**src/rtl/sram_bus_arbiter.sv**
```systemverilog
// sram_bus_arbiter: shares one off-chip SRAM bus between requester A (CPU) and
// requester B (video/DMA). One access at a time: IDLE -> SETUP -> ACCESS -> DONE.
// Drives the SRAM strobes and the tri-state buffer enable. All outputs are registered.
// Optional feature: define ARB_RR_EN for round-robin arbitration. Without it,
// arbitration is fixed priority with A ahead of B.
module sram_bus_arbiter #(
  parameter int unsigned N           = 16,
  parameter int unsigned ADDR_W      = 20,
  parameter int unsigned WAIT_CYCLES = 2   // legal range 1..15
) (
  input  logic              i_clk,
  input  logic              i_reset_n,
  // requester A
  input  logic              i_a_req,
  input  logic              i_a_write,
  input  logic [ADDR_W-1:0] i_a_addr,
  input  logic [N-1:0]      i_a_wdata,
  output logic              o_a_gnt,
  output logic              o_a_done,
  output logic [N-1:0]      o_a_rdata,
  // requester B
  input  logic              i_b_req,
  input  logic              i_b_write,
  input  logic [ADDR_W-1:0] i_b_addr,
  input  logic [N-1:0]      i_b_wdata,
  output logic              o_b_gnt,
  output logic              o_b_done,
  output logic [N-1:0]      o_b_rdata,
  // SRAM and tri-state buffer
  output logic [ADDR_W-1:0] o_sram_addr,
  output logic              o_sram_ce_n,
  output logic              o_sram_oe_n,
  output logic              o_sram_we_n,
  output logic              o_tri_we,
  output logic [N-1:0]      o_tri_in,
  input  logic [N-1:0]      i_tri_out
);

  typedef enum logic [1:0] {StIdle, StSetup, StAccess, StDone} state_e;

  localparam logic [3:0] CntInit = 4'(WAIT_CYCLES - 1);

  state_e              r_state;
  logic [3:0]          r_cnt;
  logic                r_write;   // op of the current access
  logic                r_sel_b;   // 1 = current access belongs to B
  logic                r_a_gnt, r_b_gnt, r_a_done, r_b_done;
  logic [N-1:0]        r_a_rdata, r_b_rdata;
  logic [ADDR_W-1:0]   r_sram_addr;
  logic                r_ce_n, r_oe_n, r_we_n, r_tri_we;
  logic [N-1:0]        r_tri_in;

  logic                w_a_wins;
  logic                w_b_wins;
  logic                w_win_write;

`ifdef ARB_RR_EN
  logic                r_ptr_b;   // last-served requester: 1 = B

  // Round-robin: on a tie the requester not served last wins
  always_comb begin
    w_a_wins = i_a_req && (!i_b_req || r_ptr_b);
    w_b_wins = i_b_req && !w_a_wins;
  end

  // Pointer tracks the last grant; reset to B so A wins the first tie
  always_ff @(posedge i_clk) begin
    if (!i_reset_n) begin
      r_ptr_b <= 1'b1;
    end else if (r_state == StIdle && (w_a_wins || w_b_wins)) begin
      r_ptr_b <= w_b_wins;
    end
  end
`else
  // Fixed priority: A beats B
  always_comb begin
    w_a_wins = i_a_req;
    w_b_wins = i_b_req && !i_a_req;
  end
`endif

  // Op type of whichever requester wins this cycle
  always_comb begin
    w_win_write = w_b_wins ? i_b_write : i_a_write;
  end

  // Access sequencer with registered strobes, pulses and read data
  always_ff @(posedge i_clk) begin
    if (!i_reset_n) begin
      r_state     <= StIdle;
      r_cnt       <= 4'd0;
      r_write     <= 1'b0;
      r_sel_b     <= 1'b0;
      r_a_gnt     <= 1'b0;
      r_b_gnt     <= 1'b0;
      r_a_done    <= 1'b0;
      r_b_done    <= 1'b0;
      r_a_rdata   <= '0;
      r_b_rdata   <= '0;
      r_sram_addr <= '0;
      r_ce_n      <= 1'b1;
      r_oe_n      <= 1'b1;
      r_we_n      <= 1'b1;
      r_tri_we    <= 1'b0;
      r_tri_in    <= '0;
    end else begin
      r_a_gnt  <= 1'b0;
      r_b_gnt  <= 1'b0;
      r_a_done <= 1'b0;
      r_b_done <= 1'b0;
      unique case (r_state)
        StIdle: begin
          if (w_a_wins || w_b_wins) begin
            r_state     <= StSetup;
            r_sel_b     <= w_b_wins;
            r_write     <= w_win_write;
            r_sram_addr <= w_b_wins ? i_b_addr : i_a_addr;
            r_tri_in    <= w_b_wins ? i_b_wdata : i_a_wdata;
            r_a_gnt     <= w_a_wins;
            r_b_gnt     <= w_b_wins;
            r_ce_n      <= 1'b0;
            r_oe_n      <= w_win_write;
            r_we_n      <= 1'b1;
            r_tri_we    <= 1'b0;
          end
        end
        StSetup: begin
          // Buffer output register now holds write data; safe to drive the pad
          r_state  <= StAccess;
          r_cnt    <= CntInit;
          r_oe_n   <= r_write;
          r_we_n   <= !r_write;
          r_tri_we <= r_write;
        end
        StAccess: begin
          if (r_cnt == 4'd0) begin
            // Release the bus for one turnaround cycle
            r_state  <= StDone;
            r_ce_n   <= 1'b1;
            r_oe_n   <= 1'b1;
            r_we_n   <= 1'b1;
            r_tri_we <= 1'b0;
            r_a_done <= !r_sel_b;
            r_b_done <= r_sel_b;
            if (!r_write) begin
              if (r_sel_b) begin
                r_b_rdata <= i_tri_out;
              end else begin
                r_a_rdata <= i_tri_out;
              end
            end
          end else begin
            r_cnt <= r_cnt - 4'd1;
          end
        end
        StDone: begin
          r_state <= StIdle;
        end
        default: r_state <= StIdle;
      endcase
    end
  end

  assign o_a_gnt     = r_a_gnt;
  assign o_b_gnt     = r_b_gnt;
  assign o_a_done    = r_a_done;
  assign o_b_done    = r_b_done;
  assign o_a_rdata   = r_a_rdata;
  assign o_b_rdata   = r_b_rdata;
  assign o_sram_addr = r_sram_addr;
  assign o_sram_ce_n = r_ce_n;
  assign o_sram_oe_n = r_oe_n;
  assign o_sram_we_n = r_we_n;
  assign o_tri_we    = r_tri_we;
  assign o_tri_in    = r_tri_in;

endmodule

```
**config.mk**
```make
export PLATFORM = sky130hd
export DESIGN_NAME = sram_bus_arbiter
export DESIGN_NICKNAME = d
export VERILOG_FILES = /design/src/rtl/sram_bus_arbiter.sv
export SDC_FILE = /design/constraint.sdc
export NUM_CORES = 1
export LEC_CHECK = 0
export ABC_AREA = 1
export CAP_MARGIN = 20
export CORE_ASPECT_RATIO = 1.25
export CORE_MARGIN = 3
export CORE_UTILIZATION = 43
export DETAILED_ROUTE_END_ITERATION = 8
export PLACE_DENSITY = 0.85
export SETUP_SLACK_MARGIN = 0.3
export SLEW_MARGIN = 20
export SYNTH_ARGS = -nofsm -noshare
export SYNTH_HDL_FRONTEND = slang
export SYNTH_SLANG_ARGS = --single-unit
export TNS_END_PERCENT = 10
```
**constraint.sdc**
```tcl
create_clock -name i_clk -period 4.2 [get_ports i_clk]
set_input_delay 1.26 -clock i_clk [delete_from_list [all_inputs] [get_ports i_clk]]
set_output_delay 1.26 -clock i_clk [all_outputs]
set_load 0.02 [all_outputs]
```
[Word level (Yosys, flattened, before mapping)]
Cells that the tools add are included.
Word-level totals
  register bits after elaboration: 84
  input port bits: 94
  output and inout bits: 76
  logic and storage cells: 61
Cells by class
  add/subtract/negate cells: 1
  equal/unequal tests: 6
  multiplexer cells: 17
  bitwise logic cells: 2
  reduce and logical (&&, ||, !) cells: 19
Operators with widths (count)
  20-bit 2-to-1 mux: 1
  16-bit 2-to-1 mux: 1
  3-bit AND reduction: 4
  1-bit one-hot mux with 3 select lines: 3
  2-bit one-hot mux with 4 select lines: 1
  4-bit one-hot mux with 2 select lines: 1
  4-bit AND reduction: 2
  1-bit 2-to-1 mux: 6
  2-bit != test (second input constant): 3
  2-bit AND reduction: 3
  2-bit equality test (second input constant): 2
  4-bit logical NOT: 1
  2-bit 2-to-1 mux: 2
  4-bit 2-to-1 mux: 1
  2-bit nonzero test: 2
  4-bit by 1-bit subtractor with 4-bit output (second input constant): 1
  1-bit logical NOT: 3
  3-bit nonzero test: 1
  2-bit by 1-bit equality test with 1-bit output (second input constant): 1
  2-bit logical NOT: 1
  1-bit NOT: 2
  1-bit one-hot mux with 2 select lines: 1
  1-bit logical AND: 1
  1-bit logical OR: 1

[Longest topological paths before layout]
  word-level depth: 5
  gate-level depth with buffers: 9
  gate-level depth less buffers: 8

[Worst setup path before layout]
OpenSTA, ideal clock, no wires.
  path type: input to register
  start: input i_b_req
  end: register r_tri_in[10], in the netlist o_tri_in[10]
  library setup time: 120 ps
  arrival: 1937 ps
  required time: 4080 ps
  slack: 2144 ps
  stages on the path: 6
  path buffers: 2
  path through: o21ai_2 > inv_2 > buf_4 > clkbuf_2 > o21ai_0 > a21oi_1
Between the ends
  longest elaborated chain between the ends: 3
  elaborated cells on any way between the ends: 4
  classes of those cells: 1 x mux; 3 x reduce/logical
Ends and longest elaborated chain
  start: declaration: RTL line 22  | input logic i_b_req,
  1-bit logical AND *: RTL line 78  | w_b_wins = i_b_req && !i_a_req;
  1-bit logical OR: RTL line 113  | if (w_a_wins || w_b_wins) begin
  2-bit AND reduction (no source line)
  end signal: assignment: RTL line 118  | r_tri_in <= w_b_wins ? i_b_wdata : i_a_wdata;
  end: declaration: RTL line 51  | logic [N-1:0] r_tri_in;
Every way passes the cells marked *; elsewhere a longest branch is shown, timed or not.
A chain may end at the register's enable or synchronous reset.

[Worst setup path after layout]
  start: register r_sram_addr[19], in the netlist o_sram_addr[19]
  end: output o_sram_addr[19]
RTL lines
  start: declaration: RTL line 49  | logic [ADDR_W-1:0] r_sram_addr;
  start signal: assignment: RTL line 117  | r_sram_addr <= w_b_wins ? i_b_addr : i_a_addr;
  end: declaration: RTL line 30  | output logic [ADDR_W-1:0] o_sram_addr,
No word-level cell between the ends.

==> results.sh <==
export IMPL_grt_util_all_layers=0.2274
export IMPL_crit_path_top_delay_cell="clkdlybuf4s50_1"
export IMPL_cts_buffers=9
export IMPL_syn_to_final_growth_pct=55.30
export IMPL_path_cells="clkdlybuf4s50_1"
export IMPL_power_leakage_nw=2.058
export IMPL_status="finished clean"
export IMPL_final_area_mm2=0.005334
export IMPL_worstMarginPinSlew_ns=0.5884
export IMPL_rows=35
export IMPL_crit_path_start="o_sram_addr[19]"
export IMPL_drive_gt1_frac=0.05601
export IMPL_path_delay_family="buffers and inverters"
export IMPL_antenna_found_initial=0
export IMPL_cp_max_fo=2
export IMPL_grt_pass1_vias=3555
export IMPL_drtIter0Drc=138
export IMPL_rr_startpoint="r_state[0]"
export IMPL_post_route_util=0.7040
export IMPL_ys_ff_latch=84
export IMPL_fin_setup_tns_ns=0
export IMPL_fin_crit_ns=2.619
export IMPL_finalHoldViolCount=0
export IMPL_p_clk_frac=0.209
export IMPL_finClkSkew_ns=0.009378
export IMPL_maxSlewHeadroom=0.6071
export IMPL_synth_top_area_share=0.4896
export IMPL_hp_class="flip-flop to flip-flop"
export IMPL_p_sw_w=0.001214
export IMPL_io_pins=170
export IMPL_postCtsSetupRepairBufs=0
export IMPL_grt_max_degree=48
export IMPL_die_w_um=85.94
export IMPL_worst_path_buf_inv=1
export IMPL_p_int_w=0.001933
export IMPL_fillCellCount=600
export IMPL_start_util=0.4533
export IMPL_crit_path_end_kind="primary output"
export IMPL_synthCells=446
export IMPL_cp_arrival_ns=1.36
export IMPL_start_kind="flip-flop"
export IMPL_clk_pin_slew_worst_paths_ns=0.09
export IMPL_multi_input_area_mm2=0.001496
export IMPL_placed_cell_area_mm2=0.005104
export IMPL_power_frac_seq=0.355
export IMPL_path_depth=1
export IMPL_drt_wirelength_per_cell_um=14.97
export IMPL_viasPerCell=5.187
export IMPL_overflow=0
export IMPL_endpoint="o_sram_addr[19]"
export IMPL_reg2reg_to="o_b_rdata[9]"
export IMPL_cts_max_path_buffers=2
export IMPL_antennaDiodeCount=0
export IMPL_core_mm2=0.007576
export IMPL_hpwl_um=7706
export IMPL_path_class="flip-flop to primary output"
export IMPL_rsz0062_at_grt="no"
export IMPL_setup_viol=0
export IMPL_r2r_setup_slack_ns=2.48
export IMPL_layout_nets=702
export IMPL_wl_um=10470
export IMPL_dieArea_mm2=0.009102
export IMPL_yosysWarnings=0
export IMPL_netlist_area_mm2=0.003435
export IMPL_globalplace_congestion=0.8408
export IMPL_synth_top_area_cell="dfxtp_1"
export IMPL_cts_resized=0
export IMPL_route_vias_total=3626
export IMPL_p_per_area_mw_per_mm2=590.2
export IMPL_cts_tree="done"
export IMPL_fmax_mhz=381.8
export IMPL_postRouteAntennaNets=0
export IMPL_critPathMaxStageDelay_ns=0.63
export IMPL_maxSlewViolCount=0
export IMPL_synth_area_leaders="dfxtp_1, a21oi_1, nor2_1, o21ai_0, nand2_1"
export IMPL_combinationalPowerShare=0.437
export IMPL_clock_sinks=84
export IMPL_root_buffer="clkbuf_8"
export IMPL_period_share=0.6236
export IMPL_ir_drop_v=0.0004214
export IMPL_p_sw_frac=0.3858
export IMPL_drc=0
export IMPL_syn_avg_cell_area_um2=7.701
export IMPL_htreeDepth=3
export IMPL_synth_cell_types=26
export IMPL_rr_worst_depth=8
export IMPL_final_cells=699
export IMPL_ys_seq_area_frac=0.4896
export IMPL_cp_required_ns=2.94
export IMPL_grt_pass1_wl_um=16510
export IMPL_ctsHoldBuffers=0
export IMPL_synth_net_count=546
export IMPL_drt_pass1_iter_count=4
export IMPL_regArea_mm2=0.001682
export IMPL_numPortBuffers=169
export IMPL_fp_dieH_um=105.9
export IMPL_cap_violations=0
export IMPL_dpl_cell_count=683
export IMPL_worstSkewPairLatency_ns=0.35
==> flip-flops by register name, summed over array words and instances (netlist names), 2 cells and up <==
register	flops
o_sram_addr	20
o_a_rdata	16
o_b_rdata	16
o_tri_in	16
r_cnt	4
r_state	2
==> synthesized netlist by cell type, drive strengths merged <==
cell type,number
o21ai,73
nand4,5
ha,6
buf,17
nor2,74
inv,18
nand3,9
clkinv,3
nand2,62
nor3,4
a21oi,78
dfxtp,84
xor2,1
a31o,1
clkbuf,11
==> worst min-delay path by stage <==
stage / start / endpoint / cells past startpoint
after floorplan: r_cnt[1] / r_cnt[1] / 2
after global placement: o_sram_ce_n / o_sram_ce_n / 2
after detailed placement: o_tri_we / o_tri_we / 2
after CTS: o_tri_we / o_tri_we / 2
after global routing: o_tri_we / o_tri_we / 2
final: o_tri_we / o_tri_we / 2
==> layout by cell type (no fill, tap or decap), drive strengths merged, types with 2 or more instances in the layout <==
| cell type | count |
|---|---|
| clkdlybuf4s50 | 168 |
| buf | 5 |
| inv | 22 |
| nor2 | 74 |
| clkinv | 4 |
| nand4 | 5 |
| dfxtp | 84 |
| ha | 6 |
| nand3 | 9 |
| o21ai | 73 |
| bufinv | 2 |
| nand2 | 62 |
| nor3 | 4 |
| clkbuf | 9 |
| a21oi | 78 |
==> metal layers <==
layer	track usage	up-vias	part of all wire
met2	0.3870	171	0.49
li1	-	1797	-
met1	0.2521	1643	0.38
met3	0.08450	15	0.11
met4	0.09389	0	0.022
met5	0	-	0
==> metrics by stage <==
stage	power [W]	worst slack (ns)	hold slack (ns)
floorplan	0.001926	2.144	0.4529
global placement	0.002468	1.404	0.4416
detailed placement	0.002501	1.382	0.4591
CTS	0.003164	1.575	0.4729
global route	0.003341	1.545	0.5014
finish	0.003148	1.581	0.4694
==> cells by family after synthesis <==
group / Yosys count / share of synthesized area
AND/OR/NAND/NOR: 154 / 0.1876
AO/OA/AOI/OAI: 152 / 0.2237
flip-flops: 84 / 0.4896
buffers and inverters: 49 / 0.07468
adder cells (fa/ha/maj): 6 / 0.02186
XOR/XNOR: 1 / 0.002551
==> power groups by stage <==
stage	Combinational [W]	Sequential (W)	Clock, W
final	0.00137	0.00112	0.000657
after detailed placement	0.00137	0.00113	0
after floorplan	0.000590	0.00134	0
after global routing	0.00150	0.00114	0.000696
after global placement	0.00135	0.00112	0
after CTS	0.00138	0.00112	0.000668
==> layout make-up <==
type / count / share of cell area
repair buffers: 173 / 0.3218
flip-flops and latches: 84 / 0.3153
multi-input cells: 313 / 0.2806
clock buffers: 9 / 0.02322
well taps: 92 / 0.02158
clock inverters: 7 / 0.01994
inverters: 21 / 0.01759
Power figures use the tool's default switching activity.
